File: config.mk
export PLATFORM = sky130hd
export DESIGN_NAME = decode_stage
export DESIGN_NICKNAME = d
export VERILOG_FILES = /design/src/rtl/decode_stage.sv
export SDC_FILE = /design/constraint.sdc
export NUM_CORES = 1
export LEC_CHECK = 0
export ABC_AREA = 1
export CELL_PAD_IN_SITES_DETAIL_PLACEMENT = 0
export CELL_PAD_IN_SITES_GLOBAL_PLACEMENT = 1
export CORE_MARGIN = 10
export CORE_UTILIZATION = 36
export CTS_BUF_LIST = sky130_fd_sc_hd__clkbuf_8
export CTS_CLUSTER_DIAMETER = 60
export DETAILED_ROUTE_END_ITERATION = 6
export GPL_ROUTABILITY_DRIVEN = 1
export MAX_ROUTING_LAYER = met4
export PLACE_DENSITY_LB_ADDON = 0.1
export SKIP_LAST_GASP = 1
export SYNTH_ARGS = -nofsm -noshare
export SYNTH_HDL_FRONTEND = slang
export SYNTH_SLANG_ARGS = --single-unit
File: constraint.sdc
create_clock -name clk -period 1.6 [get_ports clk]
set_input_delay 0.48 -clock clk [delete_from_list [all_inputs] [get_ports clk]]
set_output_delay 0.48 -clock clk [all_outputs]
set_load 0.1 [all_outputs]
File: src/rtl/decode_stage.sv
// RV32I/RV32E decode stage: registered field extraction, immediate build and illegal flagging,
// valid/ready on both sides with an optional one-entry skid buffer.
module decode_stage #(
  parameter int XLEN  = 32,
  parameter bit RV32E = 1'b0,
  parameter bit SKID  = 1'b1
) (
  input  logic            clk,
  input  logic            rst_n,
  input  logic            flush,
  input  logic            in_valid,
  output logic            in_ready,
  input  logic [31:0]     inst_in,
  input  logic [XLEN-1:0] pc_in,
  output logic            out_valid,
  input  logic            out_ready,
  output logic [XLEN-1:0] pc_out,
  output logic [6:0]      opcode,
  output logic [4:0]      rd,
  output logic [4:0]      rs1,
  output logic [4:0]      rs2,
  output logic [2:0]      funct3,
  output logic [6:0]      funct7,
  output logic [2:0]      fmt,
  output logic [XLEN-1:0] imm_out,
  output logic            illegal
);

  localparam logic [2:0] FMT_R = 3'd0;
  localparam logic [2:0] FMT_I = 3'd1;
  localparam logic [2:0] FMT_S = 3'd2;
  localparam logic [2:0] FMT_B = 3'd3;
  localparam logic [2:0] FMT_U = 3'd4;
  localparam logic [2:0] FMT_J = 3'd5;
  localparam logic [2:0] FMT_X = 3'd7;

  typedef struct packed {
    logic [XLEN-1:0] pc;
    logic [31:0]     inst;
    logic [2:0]      fmt;
    logic [XLEN-1:0] imm;
    logic            ill;
  } entry_t;

  entry_t      dec;
  entry_t      out_q, out_d, skid_q, skid_d;
  logic        out_valid_q, out_valid_d, skid_valid_q, skid_valid_d;
  logic [2:0]  dec_fmt;
  logic [31:0] dec_imm32;
  logic        use_rd, use_rs1, use_rs2, bad;
  logic        accept;

  always_comb begin
    dec_fmt   = FMT_X;
    dec_imm32 = '0;
    use_rd    = 1'b0;
    use_rs1   = 1'b0;
    use_rs2   = 1'b0;
    case (inst_in[6:0])
      7'b0110011: begin
        dec_fmt = FMT_R;
        use_rd  = 1'b1; use_rs1 = 1'b1; use_rs2 = 1'b1;
      end
      7'b0010011, 7'b0000011, 7'b1100111, 7'b1110011, 7'b0001111: begin
        dec_fmt   = FMT_I;
        dec_imm32 = {{20{inst_in[31]}}, inst_in[31:20]};
        use_rd    = 1'b1; use_rs1 = 1'b1;
      end
      7'b0100011: begin
        dec_fmt   = FMT_S;
        dec_imm32 = {{20{inst_in[31]}}, inst_in[31:25], inst_in[11:7]};
        use_rs1   = 1'b1; use_rs2 = 1'b1;
      end
      7'b1100011: begin
        dec_fmt   = FMT_B;
        dec_imm32 = {{19{inst_in[31]}}, inst_in[31], inst_in[7], inst_in[30:25],
                     inst_in[11:8], 1'b0};
        use_rs1   = 1'b1; use_rs2 = 1'b1;
      end
      7'b0110111, 7'b0010111: begin
        dec_fmt   = FMT_U;
        dec_imm32 = {inst_in[31:12], 12'b0};
        use_rd    = 1'b1;
      end
      7'b1101111: begin
        dec_fmt   = FMT_J;
        dec_imm32 = {{11{inst_in[31]}}, inst_in[31], inst_in[19:12], inst_in[20],
                     inst_in[30:21], 1'b0};
        use_rd    = 1'b1;
      end
      default: ;
    endcase

    bad = (inst_in[1:0] != 2'b11) || (dec_fmt == FMT_X);
    if (dec_fmt == FMT_R) begin
      // Only base ops (funct7=0) and SUB/SRA (funct7=0x20) exist in RV32I
      bad = bad || ((inst_in[31:25] != 7'h00) && (inst_in[31:25] != 7'h20))
                || ((inst_in[31:25] == 7'h20) && (inst_in[14:12] != 3'b000)
                                              && (inst_in[14:12] != 3'b101));
    end
    if (RV32E) begin
      bad = bad || (use_rd && inst_in[11]) || (use_rs1 && inst_in[19])
                || (use_rs2 && inst_in[24]);
    end

    dec.pc   = pc_in;
    dec.inst = inst_in;
    dec.ill  = bad;
    dec.fmt  = bad ? FMT_X : dec_fmt;
    dec.imm  = bad ? '0 : XLEN'($signed(dec_imm32));
  end

  assign in_ready = SKID ? !skid_valid_q : (!out_valid_q || out_ready);
  assign accept   = in_valid && in_ready;

  always_comb begin
    out_d        = out_q;
    skid_d       = skid_q;
    out_valid_d  = out_valid_q;
    skid_valid_d = skid_valid_q;
    if (flush) begin
      out_valid_d  = 1'b0;
      skid_valid_d = 1'b0;
    end else if (SKID) begin
      if (out_valid_q && !out_ready) begin
        if (accept) begin
          skid_d       = dec;
          skid_valid_d = 1'b1;
        end
      end else if (skid_valid_q) begin
        // in_ready is low while the skid is full, so nothing new can arrive here
        out_d        = skid_q;
        out_valid_d  = 1'b1;
        skid_valid_d = 1'b0;
      end else if (accept) begin
        out_d       = dec;
        out_valid_d = 1'b1;
      end else begin
        out_valid_d = 1'b0;
      end
    end else begin
      if (accept) begin
        out_d       = dec;
        out_valid_d = 1'b1;
      end else if (out_ready) begin
        out_valid_d = 1'b0;
      end
    end
  end

  always_ff @(posedge clk or negedge rst_n) begin
    if (!rst_n) begin
      out_q        <= '0;
      skid_q       <= '0;
      out_valid_q  <= 1'b0;
      skid_valid_q <= 1'b0;
    end else begin
      out_q        <= out_d;
      skid_q       <= skid_d;
      out_valid_q  <= out_valid_d;
      skid_valid_q <= skid_valid_d;
    end
  end

  assign out_valid = out_valid_q;
  assign pc_out    = out_q.pc;
  assign opcode    = out_q.inst[6:0];
  assign rd        = out_q.inst[11:7];
  assign rs1       = out_q.inst[19:15];
  assign rs2       = out_q.inst[24:20];
  assign funct3    = out_q.inst[14:12];
  assign funct7    = out_q.inst[31:25];
  assign fmt       = out_q.fmt;
  assign imm_out   = out_q.imm;
  assign illegal   = out_q.ill;

endmodule
==> run metrics, run 1 <==
status=finished with violations; failing checks=setup timing; first-pass GRT wire length=around 48 mm; Max Fclk=around 560 MHz; delay-heaviest family, CP=flip-flops; hold_ws=~0.42 ns; placer congestion estimate=roughly 0.8; total gr overflow=0; Synth Area per Inst=8.20 um2; worst setup margin=-0.196 ns; r2r setup slk=-0.17 ns; syn_nets=around 1200; worst hold endpoint=skid_q[36]$_DFFE_PN0P_; row cnt=57; core area=24400 um2; Hold Path Class=in2reg; share of post-route cells with drive strength above 1=between 30% and 40%; DRT antenna net count=0; Clock Latency Late Sink=0.53 ns; largest net degree at the start of global routing=50; Final HPWL DP=~18 mm; Least-Margin Pin Slew=~0.41 ns; area grow syn2layout=78.3%; period utilisation layout=112%; Synth Instances=roughly 1100; # setup viols final=152; Cell Count, Final, Fillers Out=between 1500 and 2000; worst endpoint required time=~1.1 ns; die area=around 32000 um2; max incr delay on CP=around 0.41 ns; CP arrival=between 1 and 1.5 ns; Final Net Count=about 1500; Die Ht=178 um; slowest library cell on the worst path=dfrtp_1; vias in the first global route=8370; fin crit period=about 1.8 ns; commonest non-fill, non-tap cell in the layout=nand2_1; Setup TNS Final=-8.59 ns; placed cells=1586; worst hold start=inst_in[0]; Worst slew margin=~72%; Netlist cell types=26; vias per cell=a little under 5; IO Port Bufs=between 150 and 200; CTS Root Cell=clkbuf_8; VDD IR-drop max=roughly 0.73 mV; Power Dens Cells=~1200 nW/um2; die width=roughly 180 um; Reg2Reg Depth=11; total track usage=slightly below 20%; initial antenna violation count=1; #FFs+latches synth=approximately 200; crit-path max FO=2; commonest non-fill, non-tap cells in the layout=nand2_1, dfrtp_1, o21ai_0, buf_12, buf_4; WP buf/inv=3; Ports=approximately 170; CTS Buf Count=38; synthesized area=around 9000 um2; final WL=about 33 mm; Yosys warning total=0; CTS tree=done; drt first pass iters=5; Startpoint Class=flip-flop; drt initial violations=approximately 750; Tot Pwr=between 15 and 20 mW; DRC=0; sequential cell area fraction in the yosys report=56.3%; max-cap violation count=0; Leak Pwr=~7.9 nW; Top cell by count, worst path=buf_16; WL per Instance=approximately 19 um; number of H-tree levels=2; RSZ-0062 raised after global routing=yes; CP Class=reg2out; Worst R2R End=pc_out[2]$_DFFE_PN0P_; CTS clk-pin slew, worst paths=0.06 ns; clock sink count=a little over 200; final hold viol count=0; Clock Skew=0.0113 ns; crit end category=primary output; Max Root-Sink Buffers=3; initial core utilization=between 30 and 40%; worst hold stages=3; Max Transition Viols Final=0; worst path cell trace=inv_4 > buf_16 > buf_16; Reg-to-Reg Start=skid_valid_q$_DFFE_PN0P_; vias after detailed routing=8801
[how the worst max path moves through the flow]
stage	from	end	slack (ns)	depth (start not counted)
after floorplan	out_valid$_DFFE_PN0N_	skid_q[0]$_DFFE_PN0P_	-0.01	9
after global placement	inst_in[0]	fmt[2]$_DFFE_PN0P_	-0.71	10
after detailed placement	inst_in[1]	fmt[2]$_DFFE_PN0P_	-0.72	10
after CTS	skid_valid_q$_DFFE_PN0P_	in_ready	-0.21	3
after global routing	skid_valid_q$_DFFE_PN0P_	imm_out[29]$_DFFE_PN0P_	-0.25	12
final	skid_valid_q$_DFFE_PN0P_	in_ready	-0.20	3
[timing repair]
item / in CTS / in global routing
pin swaps: 13 / 20
endpoints found under the setup margin: 164 / 291
gates cloned: 20 / 30
gates resized for setup: 91 / 304
buffers inserted: 39 / 42
endpoints found under the hold margin: 24 / 0
hold buffers: 1 / 0
[cells by family after synthesis]
group           after synthesis  share of synthesized area [%]
buf+inv                     156                           6.90
compound gates              291                           17.2
flops                       202                           56.3
simple gates                446                           19.6
[worst min-delay path, cell delays in order]
cell,delay (ns)
dlygate4sd2_1,0.27
inv_1,0.08
o21ai_0,0.08
[stage by stage]
step / util [%] / worst slack, ns / area [um2]
finish: 65.6 / -0.196 / 16000
global route: 65.6 / -0.247 / 16000
CTS: 58.9 / -0.207 / 14400
detailed placement: 51.3 / -0.716 / 12500
global placement: 51.3 / -0.708 / 12500
floorplan: - / -0.00958 / 9090
[layout make-up]
type / count / area, um2
clock buffer: 51 / 702
inverter: 90 / 368
clock inverter: 15 / 66.3
fill: 2006 / 8390
antenna: 1 / 2.50
sequential: 202 / 5080
timing repair inverter: 3 / 70.1
tap: 324 / 405
multi-input combinational: 740 / 4050
timing repair buffer: 355 / 5250
[report_power, final]
group | leakage [nW] | internal, mW | switching, mW | total (mW)
sequential | 2.56 | 5.99 | 0.700 | 6.69
clock | 0.433 | 2.83 | 2.25 | 5.08
combinational | 4.89 | 2.80 | 4.27 | 7.07
[flip-flops by register name, indices dropped and copies added, names as in the netlist]
| signal | count |
|---|---|
| rd | 5 |
| funct7 | 7 |
| rs1 | 5 |
| skid_q | 100 |
| skid_valid_q | 1 |
| opcode | 7 |
| illegal | 1 |
| pc_out | 32 |
| imm_out | 32 |
| fmt | 3 |
| funct3 | 3 |
| rs2 | 5 |
| out_valid | 1 |
[per-layer routing]
| metal | up-vias | track usage [%] | wire length [um] |
|---|---|---|---|
| li1 | 4205 | - | - |
| met1 | 4273 | 26.8 | 14800 |
| met2 | 270 | 29.6 | 15700 |
| met3 | 53 | 3.99 | 2120 |
| met4 | 0 | 4.34 | 779 |
| met5 | - | - | 0 |
[cell usage after synthesis]
cell type | number | share of area, %
nor2_1 | 63 | 2.6
o32ai_1 | 1 | 0.098
nor2_2 | 1 | 0.070
nand2_2 | 7 | 0.49
a21oi_2 | 11 | 1.1
buf_2 | 21 | 1.2
o21ai_4 | 1 | 0.18
a31oi_1 | 6 | 0.42
o21ai_1 | 7 | 0.39
nand2_1 | 357 | 15
buf_6 | 1 | 0.13
o211ai_1 | 5 | 0.42
clkbuf_1 | 44 | 1.8
nand4_1 | 2 | 0.14
a21oi_1 | 15 | 0.84
nor2_4 | 3 | 0.38
o22ai_1 | 1 | 0.070
nand3_2 | 2 | 0.22
nand3_1 | 10 | 0.56
dfrtp_1 | 202 | 56
o31ai_1 | 1 | 0.084
nand3_4 | 1 | 0.20
a21o_1 | 1 | 0.084
inv_2 | 6 | 0.25
inv_1 | 84 | 3.5
o21ai_0 | 242 | 13
(Power assumes the default switching activity.)
==> run 2, diff against run 1 <==
--- a/config.mk
+++ b/config.mk
@@ -9,7 +9,7 @@
 export CELL_PAD_IN_SITES_DETAIL_PLACEMENT = 0
 export CELL_PAD_IN_SITES_GLOBAL_PLACEMENT = 1
 export CORE_MARGIN = 10
-export CORE_UTILIZATION = 36
+export CORE_UTILIZATION = 40
 export CTS_BUF_LIST = sky130_fd_sc_hd__clkbuf_8
 export CTS_CLUSTER_DIAMETER = 60
 export DETAILED_ROUTE_END_ITERATION = 6
==> constraint.sdc (replaced) <==
create_clock -name clk -period 1.81 [get_ports clk]
set_input_delay 0.543 -clock clk [delete_from_list [all_inputs] [get_ports clk]]
set_output_delay 0.543 -clock clk [all_outputs]
set_load 0.1 [all_outputs]
==> run 2 against run 1 <==
  * The flow still finishes with violations (setup timing)
  * Core utilization is 4.2 points lower
  * Critical path depth stayed put
  * Global-route usage is 1.1 points lower
  * Final area is 16% lower
==> run metrics, run 2 (synthesized netlist as in run 1, its figures left out) <==
WP buf/inv=3 (unchanged); row cnt=54 (was 57); crit-path max FO=2 (unchanged); final hold viol count=0 (unchanged); die width=170 um (was 178 um); worst setup margin=-0.0139 ns (was -0.196 ns); Worst R2R End=imm_out[23]$_DFFE_PN0P_ (was pc_out[2]$_DFFE_PN0P_); max incr delay on CP=0.40 ns (was 0.41 ns); status=finished with violations (unchanged); CTS tree=done (unchanged); first-pass GRT wire length=41.8 mm (was 47.7 mm); Startpoint Class=flip-flop (unchanged); placer congestion estimate=0.822 (was 0.791); # setup viols final=1 (was 152); Tot Pwr=15.2 mW (was 18.8 mW); commonest non-fill, non-tap cell in the layout=nand2_1 (unchanged); Clock Skew=0.0198 ns (was 0.0113 ns); CP arrival=1.28 ns (was 1.32 ns); Post-Place Cell Area=12500 um2 (about the same); Hold Path Class=in2reg (unchanged); crit end category=primary output (unchanged); Reg2Reg Depth=11 (unchanged); Setup TNS Final=-0.0139 ns (was -8.59 ns); Largest register FFs=100 (unchanged); delay-heaviest family, CP=flip-flops (unchanged); period utilisation layout=101%; CP Class=reg2out (unchanged); Max Transition Viols Final=0 (unchanged); VDD IR-drop max=0.882 mV (was 0.733 mV); register with the most flip-flops=skid_q (unchanged); vias per cell=4.79 (was 4.94); DRC=0 (unchanged); Clock Latency Late Sink=0.53 ns (about the same); Max Root-Sink Buffers=3 (unchanged); RSZ-0062 raised after global routing=yes (unchanged); vias in the first global route=7570 (was 8370); final non-filler cell area=13500 um2 (was 16000 um2); final WL=25.9 mm (was 33.4 mm); total track usage=18.6% (was 19.6%); CTS Root Cell=clkbuf_8 (unchanged); worst endpoint required time=1.27 ns (was 1.12 ns); clock sink count=202 (unchanged); Max Fclk=548 MHz; failing checks=setup timing (unchanged); worst hold stages=3 (unchanged); Power Dens Cells=1130 nW/um2 (was 1180 nW/um2); core area=22000 um2 (was 24400 um2); slowest library cell on the worst path=dfrtp_1 (unchanged); initial antenna violation count=1 (unchanged); Reg-to-Reg Start=skid_valid_q$_DFFE_PN0P_ (unchanged); drt first pass iters=5 (unchanged); DRT antenna net count=0 (unchanged); Least-Margin Pin Slew=0.453 ns (was 0.414 ns); worst hold start=inst_in[1] (was inst_in[0]); largest net degree at the start of global routing=58 (was 50); Worst slew margin=69.7% (was 72.3%); share of post-route cells with drive strength above 1=20.8% (was 38.3%); Ports=171 (unchanged); r2r setup slk=0.15 ns (was -0.17 ns); Top cell by count, worst path=buf_16 (unchanged); Leak Pwr=6.88 nW (was 7.88 nW); WL per Instance=15.9 um (was 18.7 um); number of H-tree levels=2 (unchanged); IO Port Bufs=170 (unchanged); commonest non-fill, non-tap cells in the layout=nand2_1, o21ai_0, dfrtp_1, buf_12, inv_1 (was nand2_1, dfrtp_1, o21ai_0, buf_12, buf_4); Final Net Count=1388 (was 1499); drt initial violations=648 (was 754); vias after detailed routing=7787 (was 8801); Final HPWL DP=17.4 mm (was 18.2 mm); area grow syn2layout=50.1% (was 78.3%); CTS clk-pin slew, worst paths=0.05 ns (was 0.06 ns); max-cap violation count=0 (unchanged); CTS Buf Count=38 (unchanged); worst hold endpoint=skid_q[37]$_DFFE_PN0P_ (was skid_q[36]$_DFFE_PN0P_); worst path cell trace=inv_4 > buf_16 > buf_16 (unchanged); fin crit period=1.82 ns; die area=28800 um2 (was 31600 um2); total gr overflow=0 (unchanged); Die Ht=170 um (was 178 um); initial core utilization=40.9% (was 36.8%)
## run 2: timing repair
item | 4_1_cts | 5_1_grt
endpoints found under the setup margin | 19 | 96
hold buffers | 1 | 0
pin swaps | 2 | 5
setup buffers | 3 | 0
resized for setup | 14 | 39
endpoints found under the hold margin | 34 | 0
gates cloned | 3 | 1
## run 2: stage by stage
step	setup slack (ns)	hold slack (ns)	std cells	util [%]
6_report	-0.0139	0.388	1624	61.4
3_5_place_dp	-0.614	0.460	1551	56.9
3_3_place_gp	-0.543	0.456	1551	56.9
5_1_grt	-0.0713	0.412	1624	61.4
2_1_floorplan	0.0361	0.247	1095	-
4_1_cts	-0.0349	0.476	1622	60.7
## run 2: worst reg2reg max path: stages (launching register included)
cell     delay (ns)
dfrtp_1        0.40
inv_4          0.09
buf_4          0.14
a21oi_2        0.05
inv_1          0.07
nor2_1         0.04
buf_4          0.15
inv_6          0.11
buf_8          0.29
nor2_1         0.10
nand2_1        0.08
nand2_1        0.04
## run 2: how the worst max path moves through the flow
stage,startpoint,end,slack (ns),cells past startpoint
2_1_floorplan,out_valid$_DFFE_PN0N_,skid_q[96]$_DFFE_PN0P_,0.04,9
3_5_place_dp,inst_in[5],imm_out[13]$_DFFE_PN0P_,-0.61,11
6_report,skid_valid_q$_DFFE_PN0P_,in_ready,-0.01,3
3_3_place_gp,inst_in[0],fmt[2]$_DFFE_PN0P_,-0.54,11
4_1_cts,skid_valid_q$_DFFE_PN0P_,in_ready,-0.03,3
5_1_grt,skid_valid_q$_DFFE_PN0P_,in_ready,-0.07,3
## run 2: where the power goes
| group | internal [mW] | switching [mW] |
|---|---|---|
| registers | 5.29 | 0.574 |
| logic | 1.88 | 3.38 |
| clock network | 2.19 | 1.85 |
## run 2: cell type report
cell class | instances | area [um2]
Multi-Input combinational cell | 737 | 3410
Antenna cell | 1 | 2.50
Inverter | 90 | 348
Clock buffer | 44 | 606
Timing Repair Buffer | 250 | 3620
Tap cell | 280 | 350
Fill cell | 1888 | 8490
Clock inverter | 20 | 78.8
Sequential cell | 202 | 5060
## run 2: routing by layer
layer / wire length [um] / track usage [%] / vias up
met2: 11100 / 25.7 / 214
met1: 12700 / 26.3 / 3574
li1: - / - / 3962
met3: 1680 / 4.72 / 37
met5: 0 / - / -
met4: 420 / 4.96 / 0
